[config.mk]
export PLATFORM = sky130hd
export DESIGN_NAME = clk_switch_ctrl
export DESIGN_NICKNAME = d
export VERILOG_FILES = /design/src/rtl/clk_switch_ctrl.sv
export SDC_FILE = /design/constraint.sdc
export NUM_CORES = 1
export LEC_CHECK = 0
export BUFFER_PORTS_ARGS = -buffer_cell sky130_fd_sc_hd__buf_2
export CELL_PAD_IN_SITES_DETAIL_PLACEMENT = 0
export CELL_PAD_IN_SITES_GLOBAL_PLACEMENT = 1
export CORE_MARGIN = 8
export CORE_UTILIZATION = 38
export CTS_CLUSTER_DIAMETER = 60
export DETAILED_ROUTE_END_ITERATION = 10
export GPL_TIMING_DRIVEN = 0
export HOLD_SLACK_MARGIN = 0.1
export PLACE_DENSITY_LB_ADDON = 0.1
export SYNTH_ARGS = -nofsm -noshare
export SYNTH_HDL_FRONTEND = slang
export SYNTH_SLANG_ARGS = --single-unit
[constraint.sdc]
create_clock -name clk -period 1.8 [get_ports clk]
set_input_delay 0.36 -clock clk [delete_from_list [all_inputs] [get_ports clk]]
set_output_delay 0.36 -clock clk [all_outputs]
set_load 0.05 [all_outputs]
[src/rtl/clk_switch_ctrl.sv]
// Sequencer for one glitchless clock mux: deselect, select, settle, with timeout.
// Optional CLK_SWITCH_CTRL_AUTOREVERT_EN: on timeout, fall back to the previous source.
module clk_switch_ctrl #(
    parameter int N_CLOCKS      = 4,
    parameter int W_SEL         = 2,
    parameter int RESET_SEL     = 0,
    parameter int TIMEOUT_W     = 10,
    parameter int SETTLE_CYCLES = 4
) (
    input  logic                 clk,
    input  logic                 rst_n,
    input  logic                 req_valid,
    output logic                 req_ready,
    input  logic [W_SEL-1:0]     req_sel,
    input  logic [N_CLOCKS-1:0]  selected_i,
    input  logic [TIMEOUT_W-1:0] timeout_i,
    output logic [W_SEL-1:0]     sel_o,
    output logic                 busy,
    output logic                 done,
    output logic                 err
);

    localparam int SETTLE_W = (SETTLE_CYCLES > 1) ? $clog2(SETTLE_CYCLES) : 1;

    typedef enum logic [2:0] {
        IDLE,
        DESEL,
        SEL,
        SETTLE,
        REVERT
    } state_t;

    state_t               state_q, state_d;
    logic [W_SEL-1:0]     sel_q, sel_d;
    logic [W_SEL-1:0]     prev_q, prev_d;
    logic [TIMEOUT_W-1:0] timer_q, timer_d;
    logic [SETTLE_W-1:0]  settle_q, settle_d;
    logic                 done_q, done_d;
    logic                 err_q, err_d;
    logic                 ready_q, ready_d;
    logic                 busy_q, busy_d;

    logic [N_CLOCKS-1:0]  sel_onehot;
    logic [N_CLOCKS-1:0]  prev_onehot;
    logic                 sel_match;
    logic                 prev_active;
    logic                 timeout_hit;
    logic                 req_illegal;

    always_comb begin
        sel_onehot  = '0;
        prev_onehot = '0;
        for (int unsigned i = 0; i < N_CLOCKS; i++) begin
            sel_onehot[i]  = (32'(sel_q) == i);
            prev_onehot[i] = (32'(prev_q) == i);
        end
        sel_match   = (selected_i == sel_onehot);
        prev_active = |(selected_i & prev_onehot);
        timeout_hit = (timeout_i != '0) && (timer_q == timeout_i);
        req_illegal = (32'(req_sel) >= 32'(N_CLOCKS));
    end

    always_comb begin
        state_d  = state_q;
        sel_d    = sel_q;
        prev_d   = prev_q;
        timer_d  = timer_q;
        settle_d = settle_q;
        done_d   = 1'b0;
        err_d    = 1'b0;

        case (state_q)
            IDLE: begin
                if (req_valid) begin
                    if (req_illegal) begin
                        err_d = 1'b1;
                    end else if ((req_sel == sel_q) && sel_match) begin
                        done_d = 1'b1;
                    end else begin
                        prev_d  = sel_q;
                        sel_d   = req_sel;
                        timer_d = '0;
                        state_d = DESEL;
                    end
                end
            end
            DESEL, SEL: begin
                if (timer_q != '1) begin
                    timer_d = timer_q + 1'b1;
                end
                // Timeout is checked first so it wins over a same-cycle advance.
                if (timeout_hit) begin
`ifdef CLK_SWITCH_CTRL_AUTOREVERT_EN
                    sel_d   = prev_q;
                    state_d = REVERT;
`else
                    err_d   = 1'b1;
                    state_d = IDLE;
`endif
                end else if (state_q == DESEL) begin
                    if ((prev_q == sel_q) || !prev_active) begin
                        state_d = SEL;
                    end
                end else if (sel_match) begin
                    if (SETTLE_CYCLES == 0) begin
                        done_d  = 1'b1;
                        state_d = IDLE;
                    end else begin
                        settle_d = SETTLE_W'(SETTLE_CYCLES - 1);
                        state_d  = SETTLE;
                    end
                end
            end
            SETTLE: begin
                if (!sel_match) begin
                    state_d = SEL;
                end else if (settle_q == '0) begin
                    done_d  = 1'b1;
                    state_d = IDLE;
                end else begin
                    settle_d = settle_q - 1'b1;
                end
            end
            REVERT: begin
`ifdef CLK_SWITCH_CTRL_AUTOREVERT_EN
                if (sel_match) begin
                    err_d   = 1'b1;
                    state_d = IDLE;
                end
`else
                state_d = IDLE;
`endif
            end
            default: state_d = IDLE;
        endcase

        ready_d = (state_d == IDLE);
        busy_d  = (state_d != IDLE);
    end

    always_ff @(posedge clk or negedge rst_n) begin
        if (!rst_n) begin
            state_q  <= IDLE;
            sel_q    <= W_SEL'(RESET_SEL);
            prev_q   <= W_SEL'(RESET_SEL);
            timer_q  <= '0;
            settle_q <= '0;
            done_q   <= 1'b0;
            err_q    <= 1'b0;
            ready_q  <= 1'b1;
            busy_q   <= 1'b0;
        end else begin
            state_q  <= state_d;
            sel_q    <= sel_d;
            prev_q   <= prev_d;
            timer_q  <= timer_d;
            settle_q <= settle_d;
            done_q   <= done_d;
            err_q    <= err_d;
            ready_q  <= ready_d;
            busy_q   <= busy_d;
        end
    end

    assign sel_o     = sel_q;
    assign done      = done_q;
    assign err       = err_q;
    assign req_ready = ready_q;
    assign busy      = busy_q;

endmodule
==> reports/results.txt, run 1 <==
status = complete, but fails checks
failing checks = setup timing
critical path type = register to register
clock root cell = clkbuf_8
drt first pass iters = 4
Hold WC Path Type = input port to register
crit path max fanout = 3
metal3 WL = 141 µm
CP endpoint kind = register
Antenna Nets Post-Route = 0
most used flip-flop cell after synthesis = dfrtp_1
Slew HR = 0.6428
RSZ-0062 raised after global routing = true
post-DP HPWL = 2593 µm
Bufs on Longest Clock Path = 2
Synth Net Count = 165
Placement Setup Slack = -239.3 ps
final-stage net count = 211
share of layout cells above drive strength 1 = 0.4233
Worst-path clk slew = 80 ps
first-pass GRT wire length = 5975 µm
Iter 0 DRT Violations = 70
ranking of synthesized cells by area = dfrtp_1 (38%), xor2_1 (9.6%), nor2_1 (3.9%)
vias in the first global route = 1307
PD cells = 1064 nW/µm²
Ports = 25
main combinational cell family by area after synthesis = simple AND/OR/NAND/NOR gates
Synth Area in Simple Gates = 0.2372
xor/xnor share of the synthesized area = 0.1370
total CTS buffers = 3
Post-synth EDFFs = 0
drt wl/cell = 15.73 µm
# clock sinks = 23
max cap viols = 0
I/O Buffers = 24
fin crit share = 1.047
r2r worst-path depth = 5
initial core utilization = 0.3962
Worst-Margin Slew = 535.8 ps
Cell Area, Synth = 1461 µm²
Max IR drop VDD = 0.0003452 V
RR Endpoint = busy
Max Clock Skew = 4.022 ps
initial antenna violation count = 0
Finished Core Util = 0.5380
met1 WL = 1599 µm
Top Layer Used = met4
largest net degree at the start of global routing = 24
gr usage total = 0.1197
met2 wire length = 1950 µm
Die ar. = 6086 µm²
Netlist cell types = 44
R2R setup slack = -80 ps
Core Rows = 22
DRC viols = 0
CP startpoint kind = register
vias = 1215
final setup TNS = -154.8 ps
antenna cells = 0
mux cell area share after synthesis = 0.05223
Hold Slack = 333.9 ps
post-synthesis sequential area ratio = 0.3947
Die Height = 78.02 µm
core area = 3689 µm²
Fin. Hold Viols = 0
Yosys top cell by area = dfrtp_1
Compound-Gate Fraction of Synth Area = 0.1336
CTS H-tree lvls = 1
placed cell count = 216
CP Data Arrival Time = 2030 ps
max-slew violations = 0
Adder-Cell Fraction of Synth Area = 0.01712
Post-Route WL = 3728 µm
vias per inst = 5.127
worst hold stages = 3
synthesis-to-finish area growth = 35.79%
Clock Latency Late Sink = 260 ps
Mean Syn Cell Area = 10.15 µm²
non-filler instance count after layout = 237
r2r startpoint = timer_q[8]
Setup-failing EPs final = 3
#FFs+latches synth = 23
CP required = 1940 ps
Leakage Power = 0.8684 nW
Tmin final = 1885 ps
PnR worst setup slack = -84.92 ps
gr ovfl total = 0
TritonCTS clock tree = done
die width = 78.02 µm
Mapped Cells = 144
routability cong. = 0.8289
asr flop ratio synth = 1.000
Worst Hold Launch = req_sel[0]
Hold Path End = sel_o[0]
YS warnings = 0
area share of the largest cell type after synthesis = 0.3767
achievable clock frequency = 530.5 MHz
## kinds of logic (layout without fill, tap and decap cells)
| kind of cell | after synthesis | count (layout) |
|---|---|---|
| other cells | 1 | 1 |
| xor+xnor | 22 | 22 |
| mux | 7 | 7 |
| compound gates | 21 | 21 |
| simple gates | 60 | 60 |
| fa+ha+maj | 2 | 2 |
| flops | 23 | 23 |
| buf+inv | 8 | 53 |
## cells in the mapped netlist (2+ instances only)
library cell / count
nor4_1: 3
nand4_1: 3
a21boi_0: 2
xnor2_1: 5
and3b_1: 2
ha_1: 2
o21ai_1: 2
nand3_1: 6
clkbuf_1: 2
nor3_1: 5
nand2_1: 12
dfrtp_1: 22
nor2_1: 15
o211ai_1: 4
mux2_2: 3
o21ai_0: 3
and3_1: 2
nor4_4: 2
mux2_1: 2
mux2i_1: 2
inv_1: 5
nor2b_1: 2
nor3b_1: 2
xor2_1: 16
## cell type report
class / instances / area, µm²
Fill cell: 363 / 1704
Multi-Input combinational cell: 113 / 985.9
Sequential cell: 23 / 583.1
Timing Repair Buffer: 42 / 261.5
Tap cell: 48 / 60.06
Clock buffer: 3 / 41.29
Buffer: 2 / 28.78
Inverter: 5 / 18.77
Clock inverter: 1 / 5.005
## repair_timing
item	in CTS	in global routing
hold buffers	1	0
resized for setup	6	18
setup endpoints to repair	13	16
buffers inserted	7	10
endpoints found under the hold margin	22	0
pin swaps	7	8
## registers in the layout, indices dropped and copies added, names as in the netlist
register	cells
err	1
prev_q	2
busy	1
req_ready	1
timer_q	10
done	1
settle_q	2
sel_o	2
state_q	3
## per-layer routing
metal | track usage | up-vias
met5 | 0 | -
met4 | 0.04444 | 0
met3 | 0.02620 | 4
met2 | 0.2155 | 21
met1 | 0.1351 | 591
li1 | - | 599
## report_power, final
group / internal [mW] / leakage [nW] / switching (mW) / total [mW]
sequential: 0.643 / 0.296 / 0.173 / 0.815
clock: 0.154 / 0.0255 / 0.165 / 0.319
combinational: 0.429 / 0.547 / 0.548 / 0.977
total: 1.23 / 0.868 / 0.886 / 2.11
## metrics by stage
stage / instance area, µm² / power [mW]
floorplan: 1503 / 1.380
global placement: 1683 / 1.571
detailed placement: 1683 / 1.580
CTS: 1828 / 1.979
global route: 1984 / 2.256
finish: 1984 / 2.112
## layout by cell type (no fill, tap or decap), types with 2 or more instances in the layout
cell / count
nand2_1: 12
nor4_4: 2
nand3_1: 6
mux2_1: 2
xor2_1: 13
mux2i_1: 2
xnor2_1: 5
o21ai_1: 2
dfrtp_1: 17
buf_2: 24
buf_4: 16
nor2b_1: 2
nor3_2: 2
clkbuf_8: 4
nor2_1: 15
inv_1: 5
and3b_1: 2
mux2_2: 3
nor4_1: 2
nand4_1: 3
xor2_2: 4
dfrtp_2: 5
and3_1: 2
o211ai_1: 4
o21ai_0: 2
a21boi_0: 2
nor3_1: 2
## worst max path at each step
stage	cells past startpoint	startpoint	slack (ps)	end
after floorplan	6	timer_q[2]	-50	busy
after global placement	4	state_q[1]	-190	timer_q[0]
after detailed placement	4	state_q[1]	-240	timer_q[0]
after CTS	6	timer_q[3]	-160	busy
after global routing	5	timer_q[1]	-160	busy
final	5	timer_q[8]	-80	busy
## critical path: stages (launching register included)
cell and delay [ps]:
dfrtp_1 420, xor2_1 200, nor4_4 310, a41oi_2 180, o2bb2ai_2 170, or4b_1 490
(Power assumes the default switching activity.)
==> run 2, diff against run 1 <==
--- a/config.mk
+++ b/config.mk
@@ -14,7 +14,7 @@
 export DETAILED_ROUTE_END_ITERATION = 10
 export GPL_TIMING_DRIVEN = 0
 export HOLD_SLACK_MARGIN = 0.1
-export PLACE_DENSITY_LB_ADDON = 0.1
+export PLACE_DENSITY = 0.77
 export SYNTH_ARGS = -nofsm -noshare
 export SYNTH_HDL_FRONTEND = slang
 export SYNTH_SLANG_ARGS = --single-unit
==> run 2 against run 1 <==
The flow still finishes with violations (setup timing); power decreased by 0.38%; setup slack worse by 100 ps; design area shrank 1.1%; worst hold slack lost 2.9 ps; sequential power up 0.7%; utilization fell by 0.58 points; clock skew increased by 2.7 ps; routed wire length down 2.5%; critical path depth is 1 higher; critical endpoint unchanged.
==> reports/results.txt, run 2 (synthesis results as in run 1) <==
Antenna Nets Post-Route = 0 (unchanged)
metal3 WL = 151 µm (+7.1%)
Die Height = 78.02 µm (unchanged)
met2 wire length = 1907 µm (-2.2%)
vias = 1194 (-1.7%)
drt first pass iters = 4 (unchanged)
Hold WC Path Type = input port to register
post-DP HPWL = 2657 µm (+2.5%)
Reg area = 581.8 µm² (-0.21%)
initial antenna violation count = 0 (unchanged)
Die ar. = 6086 µm² (unchanged)
gr usage total = 0.1160 (-0.003743)
gr ovfl total = 0 (unchanged)
Post-Route WL = 3635 µm (-2.5%)
CP startpoint kind = register
I/O Buffers = 24 (unchanged)
Iter 0 DRT Violations = 39 (-44%)
Reg with most FFs = timer_q
max cap viols = 0 (unchanged)
final setup TNS = -513.7 ps (-358.9 ps)
PnR worst setup slack = -185.4 ps (-100.5 ps)
max reg flops = 10 (unchanged)
Worst-Margin Slew = 527.2 ps (-8.654 ps)
CP endpoint kind = register
Ports = 25 (unchanged)
met1 WL = 1557 µm (-2.6%)
commonest non-fill, non-tap cell in the layout = buf_2
die width = 78.02 µm (unchanged)
achievable clock frequency = 503.7 MHz (-5.1%)
largest net degree at the start of global routing = 24 (unchanged)
Leakage Power = 0.8608 nW (-0.88%)
share of layout cells above drive strength 1 = 0.3956 (-0.02768)
Clock Latency Late Sink = 270 ps (about the same)
Top Layer Used = met4
Tmin final = 1985 ps (+100.5 ps)
antenna cells = 0 (unchanged)
total CTS buffers = 3 (unchanged)
# clock sinks = 23 (unchanged)
Core Rows = 22 (unchanged)
Fin. Hold Viols = 0 (unchanged)
PD cells = 1072 nW/µm² (+0.70%)
DRC viols = 0 (unchanged)
Slew HR = 0.6485 (+0.005769)
status = complete, but fails checks
final-stage net count = 204 (-3.3%)
CTS H-tree lvls = 1 (unchanged)
RSZ-0062 raised after global routing = true
initial core utilization = 0.3962 (unchanged)
crit path max fanout = 4 (+1)
vias in the first global route = 1275 (-2.4%)
critical path type = register to register
fin crit share = 1.103 (+0.05584)
synthesis-to-finish area growth = 34.33%
CP required = 1950 ps (about the same)
max-slew violations = 0 (unchanged)
failing checks = setup timing
CP Data Arrival Time = 2130 ps (+100 ps)
first-pass GRT wire length = 5830 µm (-2.4%)
most frequent cells in the layout = buf_2 (24), dfrtp_1 (18), nor2_1 (15)
Bufs on Longest Clock Path = 2 (unchanged)
Design Power = 2.104 mW (-0.38%)
routability cong. = 0.9121 (+10%)
Max Clock Skew = 6.707 ps (+2.685 ps)
TritonCTS clock tree = done
Setup-failing EPs final = 4 (+1)
Worst-path clk slew = 90 ps (about the same)
drt wl/cell = 15.80 µm (+0.47%)
Max IR drop VDD = 0.0005262 V (+52%)
vias per inst = 5.191 (+1.3%)
clock root cell = clkbuf_8
area of the multi-input gates = 1020 µm² (+3.4%)
biggest regs = timer_q x10, state_q x3
core area = 3689 µm² (unchanged)
fill count = 352 (-3.0%)
## run 2: cell count changes in the layout (fill, tap and decap cells not counted), moves of 2 or more
cell    before  now
mux2_4       0    2
xor2_2       4    1
nor3_1       2    4
xor2_4       0    2
buf_4       16    9
nor3_2       2    0
## run 2: timing repair
action                                  in CTS  in global routing
buffers inserted                             5                  5
pin swaps                                    8                  5
hold endpoints to repair                    22                  0
endpoints found under the setup margin      14                 16
cloned                                       0                  0
hold buffers                                 1                  0
resized for setup                            6                 20
## run 2: routing by layer
metal / vias to the layer above / global-route usage
met5: - / 0
met4: 0 / 0.03148
met3: 4 / 0.02733
met2: 24 / 0.2080
met1: 584 / 0.1346
li1: 582 / -
## run 2: per-stage QoR
stage / util / hold WS [ps] / cell area, µm² / std cells / worst slack, ps
after floorplan: - / 64.41 / 1503 / 144 / -48.80
after global placement: 0.4562 / 367.1 / 1683 / 216 / -183.1
after detailed placement: 0.4562 / 377.9 / 1683 / 216 / -219.9
after CTS: 0.4936 / 334.0 / 1821 / 226 / -206.6
after global routing: 0.5322 / 351.5 / 1963 / 230 / -254.6
final: 0.5322 / 331.0 / 1963 / 230 / -185.4
## run 2: final timing paths
path,from,to,slack (ps),cells after the start
max,timer_q[3],busy,-190,6
min,req_sel[0],sel_o[0],330,3
max reg2reg,timer_q[3],busy,-190,6
min reg2reg,settle_q[0],settle_q[0],490,1
max in group asynchronous,rst_n,sel_o[1],820,2
min in group asynchronous,rst_n,timer_q[9],600,2
## run 2: cell type report
cell class                      instances  share of cell area
Clock buffer                            3             0.02103
Sequential cell                        23              0.2964
Timing Repair Buffer                   34              0.1007
Clock inverter                          1            0.002549
Buffer                                  3             0.01976
Inverter                                5            0.009560
Multi-Input combinational cell        113              0.5194
Tap cell                               48             0.03059
## run 2: where the power goes
group / switching, mW / internal (mW)
sequential: 0.180 / 0.641
clock: 0.176 / 0.155
combinational: 0.537 / 0.415
## run 2: critical path: stages, from the launching register on
cell	delay [ps]
dfrtp_1	380
buf_6	130
xor2_4	150
nor4_4	330
a41oi_2	190
o2bb2ai_2	170
or4b_4	520
==> run 3, diff against run 2 <==
--- a/config.mk
+++ b/config.mk
@@ -9,12 +9,13 @@
 export CELL_PAD_IN_SITES_DETAIL_PLACEMENT = 0
 export CELL_PAD_IN_SITES_GLOBAL_PLACEMENT = 1
 export CORE_MARGIN = 8
-export CORE_UTILIZATION = 38
+export CORE_UTILIZATION = 30
+export CTS_BUF_LIST = sky130_fd_sc_hd__clkbuf_16
 export CTS_CLUSTER_DIAMETER = 60
 export DETAILED_ROUTE_END_ITERATION = 10
 export GPL_TIMING_DRIVEN = 0
 export HOLD_SLACK_MARGIN = 0.1
-export PLACE_DENSITY = 0.77
+export PLACE_DENSITY = 0.62
 export SYNTH_ARGS = -nofsm -noshare
 export SYNTH_HDL_FRONTEND = slang
 export SYNTH_SLANG_ARGS = --single-unit
==> constraint.sdc (replaced) <==
create_clock -name clk -period 1.99 [get_ports clk]
set_input_delay 0.398 -clock clk [delete_from_list [all_inputs] [get_ports clk]]
set_output_delay 0.398 -clock clk [all_outputs]
set_load 0.05 [all_outputs]
==> run 3 against run 2 <==
Worst hold slack worse by 210 ps; cell count grew 5.2%; critical path type unchanged; the run now ends clean; clock-buffer cell count stayed put; global-route usage down 1.5 points; register-to-register slack improved by 210 ps; critical endpoint unchanged; setup slack better by 210 ps; flip-flop and latch count stayed put; largest cell class unchanged.
==> reports/results.txt, run 3 (synthesis results as in run 1) <==
Clock Latency Late Sink = 260 ps (about the same)
synthesis-to-finish area growth = 23.72%
r2r worst-path depth = 5 (-1)
crit path max-delay cell type = or4b_1
final-stage net count = 197 (-3.4%)
# clock sinks = 23 (unchanged)
max cap viols = 0 (unchanged)
die width = 85.80 µm (+10%)
achievable clock frequency = 510.0 MHz (+1.2%)
r2r startpoint = timer_q[2]
fill count = 500 (+42%)
commonest non-fill, non-tap cell in the layout = buf_2
Ports = 25 (unchanged)
Iter 0 DRT Violations = 23 (-41%)
largest net degree at the start of global routing = 24 (unchanged)
Worst-Margin Slew = 551.2 ps (+24.02 ps)
CP endpoint kind = register
Placed Area = 1668 µm² (-0.89%)
DRC viols = 0 (unchanged)
RR Endpoint = busy
initial antenna violation count = 0 (unchanged)
initial core utilization = 0.3094 (-0.08680)
core area = 4723 µm² (+28%)
Slew HR = 0.6325 (-0.01601)
Reg with most FFs = timer_q
PD cells = 1043 nW/µm² (-2.7%)
Max Clock Skew = 4.552 ps (-2.155 ps)
critical path type = register to register
drt wl/cell = 13.97 µm (-12%)
area of the multi-input gates = 878.3 µm² (-14%)
post-DP HPWL = 2618 µm (-1.5%)
Tmin final = 1961 ps (-24.46 ps)
Leakage Power = 0.8045 nW (-6.5%)
Core Rows = 25 (+14%)
vias = 1151 (-3.6%)
biggest regs = timer_q x10, state_q x3
Largest stage delay, worst path = 510 ps (about the same)
Fin. Hold Viols = 0 (unchanged)
Antenna Nets Post-Route = 0 (unchanged)
max reg flops = 10 (unchanged)
most frequent cells in the layout = buf_2 (25), dfrtp_1 (19), xor2_1 (16)
max-slew violations = 0 (unchanged)
Reg area = 580.6 µm² (-0.22%)
non-filler instance count after layout = 242 (+5.2%)
first-pass GRT wire length = 5989 µm (+2.7%)
share of layout cells above drive strength 1 = 0.2971 (-0.09846)
CP startpoint kind = register
total CTS buffers = 3 (unchanged)
status = finished, final reports clean
Final Instance Area = 1808 µm² (-7.9%)
Die ar. = 7361 µm² (+21%)
Setup-failing EPs final = 0 (-4)
vias per inst = 4.756 (-8.4%)
critical-path cell list = xor2_1 -> nor4_4 -> a41oi_2 -> o2bb2ai_2 -> or4b_1
antenna cells = 0 (unchanged)
routability cong. = 0.7930 (-13%)
fin crit share = 0.9854 (-0.1176)
clock root cell = clkbuf_16
gr ovfl total = 0 (unchanged)
drt first pass iters = 4 (unchanged)
placed cell count = 235 (+8.8%)
Post-Route WL = 3380 µm (-7.0%)
gr usage total = 0.1007 (-0.01532)
CP required = 2110 ps (+160 ps)
Max IR drop VDD = 0.0003360 V (-36%)
Die Height = 85.80 µm (+10%)
R2R setup slack = 30 ps (+210 ps)
I/O Buffers = 24 (unchanged)
Hold WC Path Type = input port to async pin
TritonCTS clock tree = done
RSZ-0062 raised after global routing = true
Worst-path clk slew = 60 ps (-30 ps)
crit path max fanout = 5 (+1)
Bufs on Longest Clock Path = 2 (unchanged)
vias in the first global route = 1267 (-0.63%)
CTS H-tree lvls = 1 (unchanged)
CP Data Arrival Time = 2090 ps (-40 ps)
-- run 3: through the flow --
step / TNS (ps) / total power, mW / hold WS, ps / utilization / setup WS [ps]
final: 0 / 1.885 / 122.9 / 0.3828 / 29.02
after global routing: -95.56 / 2.028 / 171.8 / 0.3828 / -67.24
after CTS: 0 / 1.879 / 144.6 / 0.3743 / 0.4559
after detailed placement: -1329 / 1.403 / 423.3 / 0.3531 / -187.1
after global placement: -912.0 / 1.386 / 416.7 / 0.3531 / -143.0
after floorplan: 0 / 1.217 / 102.4 / - / 26.88
-- run 3: timing repair --
item / in CTS / in global routing
gates resized for setup: 6 / 2
hold buffers: 0 / 0
pin swaps: 2 / 5
buffers inserted: 0 / 4
setup endpoints to repair: 13 / 9
cloned: 0 / 0
-- run 3: report_power, final --
| part | switching, mW | total [mW] | internal (mW) |
|---|---|---|---|
| logic | 0.454 | 0.744 | 0.290 |
| clock network | 0.164 | 0.435 | 0.270 |
| registers | 0.127 | 0.706 | 0.579 |
| total | 0.746 | 1.89 | 1.14 |
-- run 3: worst max-delay path, delay by kind of cell (launching register included) --
kind,cells,cell delay [ps]
AND/OR/NAND/NOR,2,830
AO/OA/AOI/OAI,2,360
XOR/XNOR,1,190
flip-flops,1,440
-- run 3: final cells by class --
cell class              instances  area share
plain buffers                   2    0.008997
clock buffers                   3     0.04152
clock inverters                 1    0.002768
inverters                       5     0.01038
multi-input cells             113      0.4858
flip-flops and latches         23      0.3211
well taps                      67     0.04637
repair buffers                 28     0.08305
-- run 3: worst max path at each step --
stage            endpoint          start  slack, ps  cells after the start
2_1_floorplan   prev_q[1]       sel_o[0]         30                      5
3_3_place_gp   timer_q[0]  selected_i[1]       -140                      7
3_5_place_dp   timer_q[0]  selected_i[1]       -190                      7
4_1_cts              busy     timer_q[2]        0.5                      5
5_1_grt              busy       sel_o[0]        -70                      5
6_report             busy     timer_q[2]         30                      5
-- run 3: metal layers --
metal	GRT usage	wire length, µm	share of wire
met1	0.1214	1583	0.47
met2	0.1643	1558	0.46
met3	0.02961	186	0.055
met4	0.03822	51	0.015
met5	0	0	0
